File: config.mk
export PLATFORM = sky130hd
export DESIGN_NAME = pe_conv_sequencer
export DESIGN_NICKNAME = d
export VERILOG_FILES = /design/src/rtl/conv_pkg.sv /design/src/rtl/pe_tag_pipe.sv /design/src/rtl/pe_conv_sequencer.sv
export SDC_FILE = /design/constraint.sdc
export NUM_CORES = 1
export LEC_CHECK = 0
export BUFFER_PORTS_ARGS = -buffer_cell sky130_fd_sc_hd__buf_2
export CAP_MARGIN = 20
export CORE_MARGIN = 2
export CORE_UTILIZATION = 40
export DETAILED_ROUTE_END_ITERATION = 8
export PLACE_DENSITY = 0.74
export SYNTH_ARGS = -nofsm -noshare
export SYNTH_HDL_FRONTEND = slang
export SYNTH_HIERARCHICAL = 1
export SYNTH_SLANG_ARGS = --single-unit
File: constraint.sdc
create_clock -name clk -period 5.6 [get_ports clk]
set_input_delay 1.68 -clock clk [delete_from_list [all_inputs] [get_ports clk]]
set_output_delay 1.68 -clock clk [all_outputs]
set_load 0.02 [all_outputs]
File: src/rtl/conv_pkg.sv
// Shared sizes, FSM encoding and PE tag layout for the 2x2 convolution sequencer.
package conv_pkg;
  localparam int NUM_WIDTH  = 8;
  localparam int IN_ROWS    = 4;
  localparam int IN_COLS    = 4;
  localparam int PE_LATENCY = 4;
  localparam int ADDR_W     = 2;
  localparam int IDX_W      = 2;
  localparam int ROW_W      = IN_COLS * NUM_WIDTH;
  localparam int RES_W      = 2 * NUM_WIDTH + 2;

  typedef enum logic [2:0] {
    S_IDLE,
    S_FETCH0,
    S_FETCH1,
    S_CAPTURE,
    S_ISSUE,
    S_DRAIN
  } state_t;

  typedef struct packed {
    logic             valid;
    logic [IDX_W-1:0] row;
    logic [IDX_W-1:0] col;
  } tag_t;
endpackage

File: src/rtl/pe_tag_pipe.sv
// Tag shift register that mirrors the PE pipeline; advances only when the PE does.
module pe_tag_pipe
  import conv_pkg::*;
#(
  parameter int DEPTH = PE_LATENCY
) (
  input  logic clk,
  input  logic reset,
  input  logic adv,
  input  tag_t tag_in,
  output tag_t tag_tail,
  output logic upstream_valid
);

  tag_t tag_p [DEPTH];

  always_ff @(posedge clk or posedge reset) begin
    if (reset) begin
      for (int i = 0; i < DEPTH; i++) tag_p[i] <= '0;
    end else if (adv) begin
      tag_p[0] <= tag_in;
      for (int i = 1; i < DEPTH; i++) tag_p[i] <= tag_p[i-1];
    end
  end

  // Anything still in flight ahead of the tail entry.
  always_comb begin
    upstream_valid = 1'b0;
    for (int i = 0; i < DEPTH - 1; i++) upstream_valid = upstream_valid | tag_p[i].valid;
  end

  assign tag_tail = tag_p[DEPTH-1];

endmodule

File: src/rtl/pe_conv_sequencer.sv
// Drives one 4-lane PE through a 2x2 stride-1 convolution, emitting results in raster order.
module pe_conv_sequencer
  import conv_pkg::*;
(
  input  logic              clk,
  input  logic              reset,
  input  logic              start,
  input  logic [ROW_W-1:0]  weight_in,
  output logic              busy,
  output logic              done,
  output logic              rd_en,
  output logic [ADDR_W-1:0] rd_addr,
  input  logic [ROW_W-1:0]  rd_data,
  output logic              pe_enable,
  output logic [ROW_W-1:0]  pe_data,
  output logic [ROW_W-1:0]  pe_weight,
  input  logic [RES_W-1:0]  pe_result,
  output logic              res_valid,
  input  logic              res_ready,
  output logic [RES_W-1:0]  res_data,
  output logic [IDX_W-1:0]  res_row,
  output logic [IDX_W-1:0]  res_col
);

  localparam logic [IDX_W-1:0] LAST_COL = IDX_W'(IN_COLS - 2);
  localparam logic [IDX_W-1:0] LAST_ROW = IDX_W'(IN_ROWS - 2);

  function automatic logic [NUM_WIDTH-1:0] elem(input logic [ROW_W-1:0] row,
                                                input logic [IDX_W-1:0] idx);
    return row[int'(idx)*NUM_WIDTH +: NUM_WIDTH];
  endfunction

  state_t                 state, state_nxt;
  logic [IDX_W-1:0]       r, c, c_nxt_idx;
  logic [ROW_W-1:0]       row_a, row_b, weight_q;
  logic                   stall, upstream_valid;
  tag_t                   tag_in, tag_tail;

  assign stall     = res_valid && !res_ready;
  assign pe_enable = (state != S_IDLE) && !stall;
  assign busy      = (state != S_IDLE);
  assign pe_weight = weight_q;
  assign c_nxt_idx = c + 2'd1;

  always_ff @(posedge clk or posedge reset) begin
    if (reset) state <= S_IDLE;
    else       state <= state_nxt;
  end

  always_comb begin
    state_nxt = state;
    rd_en     = 1'b0;
    rd_addr   = r;
    pe_data   = '0;
    tag_in    = '0;
    case (state)
      S_IDLE:    if (start) state_nxt = S_FETCH0;
      S_FETCH0: begin
        rd_en     = 1'b1;
        state_nxt = S_FETCH1;
      end
      S_FETCH1: begin
        rd_en     = 1'b1;
        rd_addr   = r + 2'd1;
        state_nxt = S_CAPTURE;
      end
      S_CAPTURE: state_nxt = S_ISSUE;
      S_ISSUE: begin
        pe_data = {elem(row_b, c_nxt_idx), elem(row_b, c),
                   elem(row_a, c_nxt_idx), elem(row_a, c)};
        tag_in  = '{valid: 1'b1, row: r, col: c};
        if (!stall && c == LAST_COL)
          state_nxt = (r == LAST_ROW) ? S_DRAIN : S_FETCH0;
      end
      // Leave once this edge empties the pipe: no stall, nothing behind the tail.
      S_DRAIN:   if (!stall && !upstream_valid) state_nxt = S_IDLE;
      default:   state_nxt = S_IDLE;
    endcase
  end

  always_ff @(posedge clk or posedge reset) begin
    if (reset) begin
      r        <= '0;
      c        <= '0;
      row_a    <= '0;
      row_b    <= '0;
      weight_q <= '0;
      done     <= 1'b0;
    end else begin
      done <= (state == S_DRAIN) && (state_nxt == S_IDLE);
      case (state)
        S_IDLE: if (start) begin
          weight_q <= weight_in;
          r        <= '0;
        end
        S_FETCH1:  row_a <= rd_data;
        S_CAPTURE: begin
          row_b <= rd_data;
          c     <= '0;
        end
        S_ISSUE: if (!stall) begin
          if (c == LAST_COL) begin
            if (r != LAST_ROW) r <= r + 2'd1;
          end else begin
            c <= c_nxt_idx;
          end
        end
        default: ;
      endcase
    end
  end

  pe_tag_pipe #(.DEPTH(PE_LATENCY)) u_tag_pipe (
    .clk            (clk),
    .reset          (reset),
    .adv            (pe_enable),
    .tag_in         (tag_in),
    .tag_tail       (tag_tail),
    .upstream_valid (upstream_valid)
  );

  assign res_valid = tag_tail.valid;
  assign res_row   = tag_tail.row;
  assign res_col   = tag_tail.col;
  assign res_data  = pe_result;

endmodule

Word level (Yosys, flattened, before mapping) --
Index checks and enable logic that the tools add are counted.
Storage, ports and cells: logic and storage cells 74, register bits after elaboration 124, input bits 86, output and inout bits 93
Operators by class: reductions and logical operators 17, $add $sub $neg 2, mux-type cells 17, bitwise gates (word level) 2, equality and inequality tests 13, shift-type cells 4
Operators with widths (count):
- 32-bit by 6-bit indexed part select with 8-bit output | 4
- 32-bit 2-to-1 mux | 1
- 3-bit one-hot mux with 6 select lines | 1
- 2-bit 2-to-1 mux | 7
- 3-bit 2-to-1 mux | 4
- 2-bit != test, second input constant | 6
- 2-bit one-hot mux with 2 select lines | 2
- 3-bit by 2-bit equality test with 1-bit output, second input constant | 2
- 3-bit equality test, second input constant | 2
- 3-bit logical NOT | 2
- 1-bit logical AND | 5
- 5-bit 2-to-1 mux | 1
- 5-bit AND reduction | 1
- 2-bit by 1-bit adder with 2-bit output, second input constant | 2
- 2-bit equality test, second input constant | 2
- 2-bit nonzero test | 2
- 3-bit by 1-bit equality test with 1-bit output, second input constant | 1
- 1-bit logical NOT | 3
- 3-bit AND reduction | 1
- 3-bit nonzero test | 1
- 1-bit bitwise OR | 2
- 2-bit AND reduction | 1
- 2-bit OR reduction | 1
- 1-bit 2-to-1 mux | 1

Longest topological paths before layout --
word-level depth 8, depth in mapped cells 9, mapped depth without buffers 4

Modules after synthesis --
The synthesis kept the hierarchy.
By module, submodules not included:
- pe_conv_sequencer | area an instance 5233.8 µm², cells an instance 352, times used 1, sequential area each 2602.5 µm²
- pe_tag_pipe | area an instance 870.8 µm², cells an instance 49, times used 1, sequential area each 500.5 µm²

Worst setup path before layout --
No wires, ideal clock.
path kind reg2out, start point reg c[0], end point out pe_data[15], setup slack 1.295 ns, data required time 3.920 ns, cell stages (with the launch flop) 10, path buffers 5, arrival time 2.625 ns, path through dfrtp_1 buf_2 buf_2 buf_4 inv_1 ha_1 buf_2 buf_1 mux4_2 and2_1
Between the ends: cells in the longest elaborated chain, start to end 3
RTL lines:
- start: declaration | line pe_conv_sequencer.sv:34 | logic [IDX_W-1:0] r, c, c_nxt_idx;
- start signal: assignment | line pe_conv_sequencer.sv:105 | c <= c_nxt_idx;
- 2-bit by 1-bit adder with 2-bit output | line pe_conv_sequencer.sv:43 | assign c_nxt_idx = c + 2'd1;
- 32-bit by 6-bit indexed part select with 8-bit output | line pe_conv_sequencer.sv:30 | return row[int'(idx)*NUM_WIDTH +: NUM_WIDTH];
- 32-bit 2-to-1 mux | line pe_conv_sequencer.sv:56 | case (state)
- end: declaration | line pe_conv_sequencer.sv:15 | output logic [ROW_W-1:0] pe_data,
Every way passes these cells.

Worst setup path after layout --
Same ends and word-level chain as after synthesis.

==> summary.txt <==
Die
  • Die Ht: 128 um
  • FP Rows: 45
  • Placeable Area: 15,000 um2
  • Starting density of the core: 40.6%
  • Top-Level Pins: 179
  • Die Span X: ~130 um
  • Die area: 16,300 um2

Place
  • Number of port buffers: 142
  • Placed cells: 687
  • Dpl cell area: 6760 um2
  • HPWL Detailed: around 8900 um
  • Post-placement setup slack: 1.53 ns
  • Final RePlAce weighted congestion: 0.769

Clock tree
  • Clk sink count: 124
  • Clk slew on worst S/H paths: 0.05 ns
  • Hold_buf cts: 0
  • CTS Buf Count: 17
  • Clk_lat worst skew: about 0.41 ns
  • Root Driver: clkbuf_16
  • Post-CTS Setup Bufs: 0
  • Max Buffers Root-to-Sink: 2
  • Post-cts sizing count: 0
  • H-tree levels: 4
  • CTS tree: built

Yosys
  • Top post-synthesis cells by area: dfrtp_1 (51%), mux2_2 (18%), mux4_2 (12%)
  • Asr flop ratio synth: 100%
  • Synth Instances: 401
  • Distinct cells, synth: 33
  • Most frequent cells after synthesis: dfrtp_1 (124), mux2_2 (96), and2_1 (35), mux4_2 (32), buf_4 (26)
  • Avg Synthesized Cell Area: between 15 and 20 um2
  • Mapped Nets: just under 500
  • Top FF cell, synth: dfrtp_1
  • Post-Synthesis Cell Area: roughly 6100 um2
  • Seq/Total Area, Yosys: 50.8%
  • Synth Register Bits: around 120
  • Synth area leader: dfrtp_1
  • Synth warnings: 6
  • Share of the synthesized area in the top cell type: 50.8%
  • Post-synth EDFFs: 0
  • Most frequent cell after synthesis: dfrtp_1

Global routing
  • GRT overflow: 0
  • All-Layer GR Usage: approximately 17%
  • Initial antenna violation count: 1
  • Number of global-route vias before repair: around 3,800
  • First-pass GRT wire length: between 20,000 and 25,000 um
  • Largest net degree at the start of global routing: 79

Power
  • PD cells: approximately 620 nW/um2
  • Maximum vdd drop: 0.265 mV
  • Static leakage: roughly 0.0034 uW
  • Power, Total: approximately 4500 uW

Drt
  • WL/cell: ~18 um
  • Final ANT Viol Nets: 0
  • DRT Pass-1 Iters: 4
  • Vias per inst: 5.20
  • DRT iter0 DRCs: 117
  • Residual DRC: 0
  • Vias: 3,735
  • Total wire length: 12,900 um

STA
  • Slew HR: 36.0%
  • Final Hold Vio Count: 0
  • Final worst slack: about 1.3 ns
  • Clk_skew: 0.00540 ns
  • Unrepaired setup endpoints after global routing: no
  • Fin Setup TNS: 0 ns
  • Min Clock Period, post-route: 4.33 ns
  • Final setup fails: 0
  • Fmax achieved: 231 MHz
  • Pins Over Slew Limit: 0
  • Worst Tran Pin Value: 0.961 ns
  • Final worst-path cycle share: between 70 and 80%

Critical path
  • CP Max Fanout: 15
  • Worst Path Arrival: 2.65 ns
  • CP Launch Type: register
  • Critical Path RT: 3.92 ns
  • Crit path kind: register to output port
  • Crit path largest cell delay: 0.90 ns
  • Critical path's slowest cell: ha_1
  • Crit. End Element: output port
  • CP Cell Sequence: inv_1 > ha_1 > mux4_2 > and2_1 > buf_2

Final layout
  • Area grow syn2layout: 19.7%
  • Final instance area: 7310 um2
  • Fin cells: 718
  • Final #Nets: between 600 and 700
  • Ant diodes: 0
  • Share of cells above drive strength 1: between 60% and 70%

Run
  • Max_cap viols: 0

Worst hold path
  • Worst min-delay path class: register to register

Run status
  • Outcome: finished, final reports clean
[cells in the final DEF, fill, tap and decap left out, drive strengths merged]
master	n
buf	150
dfrtp	124
mux2	117
and2	35
mux4	32
clkbuf	22
nor2	6
clkinv	6
inv	6
o211ai	3
nand2b	2
nand3b	2
a2111o	2
xnor2	2
or3	2
nand3	2
ha	2
bufinv	2
nor3b	2
or3b	1
nor2b	1
o311ai	1
nor4b	1
nand4b	1
o2111ai	1
a31oi	1
and4	1
a21oi	1
mux2i	1
clkinvlp	1
[kinds of logic after synthesis]
kind of cell | share of synthesized area, %
compound gates | 1.21
simple gates | 6.19
mux | 34.8
xor+xnor | 0.287
fa+ha+maj | 0.410
buf+inv | 6.23
flops | 50.8
[routing by layer]
metal	global-route usage, %	share of wire [%]	vias up
li1	-	-	1663
met2	26.7	52	101
met5	0	0	-
met4	6.79	1.6	0
met1	20.8	42	1954
met3	5.07	4.8	17
[worst max-delay path: cells and delay by family (launching register included)]
family	cells	cell delay [ns]
adder cells (fa/ha/maj)	1	0.90
flip-flops	1	0.35
AND/OR/NAND/NOR	1	0.18
buffers and inverters	2	0.22
multiplexers	1	0.59
[path summary, 6_finish.rpt]
| path | from | end | slack [ns] | depth (start not counted) |
|---|---|---|---|---|
| worst max-delay path | c[0] | pe_data[15] | 1.27 | 5 |
| worst min-delay path | pe_weight[15] | pe_weight[15] | 0.50 | 1 |
| worst max register to register | state[2] | r[0] | 3.58 | 4 |
| worst min register to register | pe_weight[15] | pe_weight[15] | 0.50 | 1 |
| max in group asynchronous | reset | row_a[1] | 3.16 | 3 |
| min in group asynchronous | reset | u_tag_pipe/tag_p[10] | 1.42 | 2 |
[through the flow]
stage | hold WS [ns] | utilization (%)
2_1_floorplan | 0.482 | -
3_3_place_gp | 0.487 | 45.0
3_5_place_dp | 0.490 | 45.0
4_1_cts | 0.503 | 48.6
5_1_grt | 0.515 | 48.6
6_report | 0.499 | 48.6
[state kept, by name, indices dropped and copies added (netlist names)]
| register | cells |
|---|---|
| u_tag_pipe/tag_p | 15 |
| r | 2 |
| pe_weight | 32 |
| done | 1 |
| row_b | 32 |
| row_a | 32 |
| c | 2 |
| state | 3 |
| u_tag_pipe/tag_tail | 5 |
[cell type report]
class / count / area (um2)
Inverter: 6 / 27.5
Timing Repair Buffer: 150 / 771
Tap cell: 188 / 235
Clock buffer: 22 / 444
Sequential cell: 124 / 3100
Clock inverter: 9 / 97.6
Multi-Input combinational cell: 219 / 2630
Fill cell: 1304 / 7730
[power breakdown]
part	total [uW]	leakage [uW]	internal (uW)	switching, uW
Combinational	1900	0.00162	1020	878
Sequential	1580	0.00151	1300	276
Clock	1020	0.000267	646	373
Total	4500	0.00340	2970	1530
No activity file was read; power rests on OpenSTA's default activity.
